### config.mk
export PLATFORM = sky130hd
export DESIGN_NAME = pixel_window_buf
export DESIGN_NICKNAME = d
export VERILOG_FILES = /design/src/rtl/pixel_window_buf.sv
export SDC_FILE = /design/constraint.sdc
export NUM_CORES = 1
export LEC_CHECK = 0
export BUFFER_PORTS_ARGS = -buffer_cell sky130_fd_sc_hd__buf_4
export CAP_MARGIN = 0
export CORE_ASPECT_RATIO = 1.75
export CORE_MARGIN = 2
export CORE_UTILIZATION = 40
export DETAILED_ROUTE_END_ITERATION = 10
export GPL_ROUTABILITY_DRIVEN = 0
export PLACE_DENSITY = 0.58
export SYNTH_ARGS = -nofsm -noshare
export SYNTH_HDL_FRONTEND = slang
export SYNTH_SLANG_ARGS = --single-unit
export TNS_END_PERCENT = 10
### constraint.sdc
create_clock -name clk -period 2.4 [get_ports clk]
set_input_delay 0.36 -clock clk [delete_from_list [all_inputs] [get_ports clk]]
set_output_delay 0.36 -clock clk [all_outputs]
set_load 0.01 [all_outputs]
### src/rtl/pixel_window_buf.sv
// Streaming 3x3 neighbourhood extractor for raster-order pixels.
// A 2*IMG_W+3 entry shift chain holds the two previous rows plus the current row's tail.
module pixel_window_buf #(
    parameter int IMG_W = 38,
    parameter int IMG_H = 30,
    parameter int DW    = 8
) (
    input  logic            clk,
    input  logic            rst,
    input  logic            clear,
    input  logic            i_valid,
    input  logic [DW-1:0]   i_data,
    output logic            o_valid,
    output logic [9*DW-1:0] o_win,
    output logic            o_eof
);

    localparam int DEPTH = 2 * IMG_W + 3;
    localparam int CW    = 10;

    logic [DW-1:0]   chain [DEPTH];
    logic [CW-1:0]   col;
    logic [CW-1:0]   row;
    logic            accept;
    logic            last_col;
    logic            last_row;
    logic            win_ok;
    logic [9*DW-1:0] win_next;

    // col/row hold the frame position the next accepted pixel will occupy.
    assign accept   = i_valid & ~clear;
    assign last_col = (col == CW'(IMG_W - 1));
    assign last_row = (row == CW'(IMG_H - 1));
    assign win_ok   = (row >= CW'(2)) && (col >= CW'(2));

    // Window as it will stand once i_data has been shifted in.
    always_comb begin
        win_next                = '0;
        win_next[DW*0 +: DW]    = chain[2*IMG_W+1];
        win_next[DW*1 +: DW]    = chain[2*IMG_W];
        win_next[DW*2 +: DW]    = chain[2*IMG_W-1];
        win_next[DW*3 +: DW]    = chain[IMG_W+1];
        win_next[DW*4 +: DW]    = chain[IMG_W];
        win_next[DW*5 +: DW]    = chain[IMG_W-1];
        win_next[DW*6 +: DW]    = chain[1];
        win_next[DW*7 +: DW]    = chain[0];
        win_next[DW*8 +: DW]    = i_data;
    end

    always_ff @(posedge clk) begin
        if (accept) begin
            chain[0] <= i_data;
            for (int i = 1; i < DEPTH; i++) begin
                chain[i] <= chain[i-1];
            end
        end
    end

    always_ff @(posedge clk or negedge rst) begin
        if (!rst) begin
            col     <= '0;
            row     <= '0;
            o_valid <= 1'b0;
            o_eof   <= 1'b0;
            o_win   <= '0;
        end else if (clear) begin
            col     <= '0;
            row     <= '0;
            o_valid <= 1'b0;
            o_eof   <= 1'b0;
        end else if (accept) begin
            o_valid <= win_ok;
            o_eof   <= last_row && last_col;
            o_win   <= win_next;
            if (last_col) begin
                col <= '0;
                row <= last_row ? '0 : row + CW'(1);
            end else begin
                col <= col + CW'(1);
            end
        end else begin
            o_valid <= 1'b0;
            o_eof   <= 1'b0;
        end
    end

endmodule

==> metrics.yaml <==
global_routing:
  grt_pass1_vias: 8675
  grt_max_degree: 97
  grt_use_total: 0.1019
  grt_pass1_wl_mm: 47.61
  grt_antenna_before_repair: 0
  grt_overflow: 0
power_and_ir_drop:
  cellLeakagePower_uw: 0.009167
  p_sw_uw: 4980
  swShare: 0.1968
  pwr-share-seq: 0.569
  clkPwrFrac: 0.396
  p_per_area_mw_per_mm2: 951.6
  p_comb_frac: 0.036
  ir_drop_v: 0.0006317
  p_int_uw: 20320
  finalPower_uw: 25300
worst_setup_path:
  critPathMaxFanout: 8
  slowest_stage: "dfrtp_1"
  cp.required_ns: 2.91
  endpoint_kind: "flop"
  cpPeakStageDelay_ns: 0.46
  start_kind: "flop"
  cp.arrival_ns: 2.39
  worst-setup-path-type: "reg2reg"
  crit_chain: "nor4_4 -> nand4_1 -> or3_1 -> a21oi_1"
timing:
  fmax_ghz: 0.5329
  slew_violations: 0
  rsz0062_at_grt: "false"
  fin_setup_tns_ns: 0
  max-slew-margin-rel: 0.6859
  finalHoldViolCount: 0
  period_needed_ns: 1.877
  worstMarginPinSlew_ns: 0.4712
  post-route-period-util: 0.7819
  setup_violations: 0
  clock_skew_ns: 0.02726
  setup_ws_ns: 0.5233
logic_synthesis:
  synth_area_mm2: 0.02263
  yosysSeqAreaShare: 0.9318
  yosysWarnings: 0
  synthesis.nets: 924
  synth-main-ff-cell: "edfxtp_1"
  synth_edf_count: 624
  synth_area_per_cell_um2: 24.98
  yosysUniqueCellTypes: 37
  async_flop_share: 0.1309
  yosys_register_bits: 718
  synthCells: 906
clock_network:
  cts_resized: 0
  post-cts-setup-buffer-count: 0
  cts_sinks: 718
  cts_tree: "built"
  insertion_delay_ns: 0.61
  cts.htree.levels: 2
  holdBufCountCts: 9
  cts_buffers: 60
  clk_pin_slew_ns: 0.06
  cts_root_buf: "clkbuf_16"
  clock_path_buffers: 3
final_layout:
  antenna_cells: 0
  fin_nets: 1094
  areaGrowthSynthToFinish_pct: 17.48
  postLayoutCoreUtil: 0.4738
  postLayoutCellArea_mm2: 0.02659
  layout-drive-gt1-share: 0.2456
detailed_routing:
  num_vias: 8502
  dr.pass1.iters: 4
  wire_per_inst_um: 16.14
  avgViaCountPerCell: 4.646
  drc: 0
  drt_wl_total_mm: 29.54
  ant_nets: 0
  drt-initial-drc-count: 612
floorplan:
  rows: 115
  core_mm2: 0.05612
  dieArea_mm2: 0.05858
  die_width_um: 183.8
  initial_utilization: 0.4033
  io_pins: 86
  die_y_um: 318.7
worst_hold_path:
  hold_class: "in2reg"
outcome:
  status: "finished clean"
job:
  max-cap-violations: 0
placed_design:
  place_ws_ns: 0.4352
  placed_cell_area_mm2: 0.02445
  dpl.hpwl_mm: 15.72
  io_buffers: 85
flip-flops by register name, indices dropped and copies added, names as in the netlist:
register,count
o_valid,1
o_eof,1
chain,624
o_win,72
row,10
col,10
cells in the mapped netlist, drive strengths merged (3+ instances only):
library cell / count / area (µm²)
buf: 9 / 45.05
xor2: 7 / 61.31
ha: 6 / 75.07
nor2: 12 / 45.04
and4: 3 / 26.28
dfrtp: 94 / 2352
nor3: 4 / 20.02
clkbuf: 3 / 11.26
edfxtp: 624 / 18740
inv: 6 / 22.52
nand3: 5 / 25.02
xnor2: 3 / 26.28
nor4: 5 / 46.29
nand4: 8 / 50.05
mux2: 72 / 810.8
o21ai: 7 / 35.03
a21oi: 8 / 40.04
nand2: 4 / 15.01
nand2b: 3 / 18.77
or3: 5 / 31.28
and3: 6 / 40.03
logic make-up (layout without fill, tap and decap cells):
kind of cell,count (synthesis),in the layout,share of synthesized area
DFF,718,718,0.9318
muxes,73,73,0.03626
xor gates and xnor gates,10,10,0.003870
and+or+nand+nor,61,61,0.01609
AOI/OAI and AO/OA,20,20,0.005197
buffers and inverters,18,240,0.003483
adders and majority gates,6,6,0.003317
metal layers:
layer	GRT usage	up-vias	wire [µm]
met5	0	-	0
met4	0.03609	0	729
met3	0.02447	56	1490
met2	0.1533	167	13560
met1	0.1458	4362	13760
li1	-	3917	-
stage by stage:
step                std cells  hold slack [ns]
floorplan                 906          0.06441
global placement         1707           0.3445
detailed placement       1707           0.3411
CTS                      1830          0.04459
global route             1830          0.06149
finish                   1830          0.08005
final timing paths:
| check | startpoint | to | slack, ns | cells past startpoint |
|---|---|---|---|---|
| min in group asynchronous | rst | o_win[14] | 0.24 | 2 |
| max | col[3] | row[9] | 0.52 | 4 |
| min | clear | col[0] | 0.08 | 2 |
| max reg2reg | col[3] | row[9] | 0.52 | 4 |
| max in group asynchronous | rst | row[8] | 1.46 | 3 |
| min reg2reg | chain[2][43] | chain[2][51] | 0.41 | 0 |
layout by cell type, fill, tap and decap left out, drive strengths merged, types with 3 or more instances in the layout:
cell	netlist	routed
nor3	4	4
clkinv	0	24
nand2	4	4
dfrtp	94	94
nand3	5	5
dlygate4sd3	0	9
nor2	12	12
ha	6	6
and3	6	6
o21ai	7	7
and4	3	3
or3	5	5
nand2b	3	3
clkbuf	3	79
edfxtp	624	624
inv	6	8
nand4	8	8
a21oi	8	8
nor4	5	5
xnor2	3	3
mux2	72	72
bufinv	0	8
buf	9	111
xor2	7	7
final cells by class:
cell class              count  area [µm²]
repair buffers            120        1049
flip-flops and latches    718       21090
multi-input cells         170        1499
clock inverters            35       397.9
fillers                  4588       29530
inverters                   6       22.52
well taps                 702       878.3
clock buffers              79        1654
power by group through the flow:
stage | Combinational (µW) | Clock (µW) | Sequential (µW)
6_report | 904 | 10000 | 14400
4_1_cts | 929 | 10400 | 14400
3_3_place_gp | 896 | 0 | 14600
5_1_grt | 989 | 10800 | 14400
2_1_floorplan | 363 | 0 | 14700
3_5_place_dp | 921 | 0 | 14700
worst max-delay path, delay by kind of cell (launching register included):
family	cells	cell delay, ns
simple gates	3	1.19
flops	1	0.46
compound gates	1	0.15
Note: power is estimated with default switching activity, not from simulation.
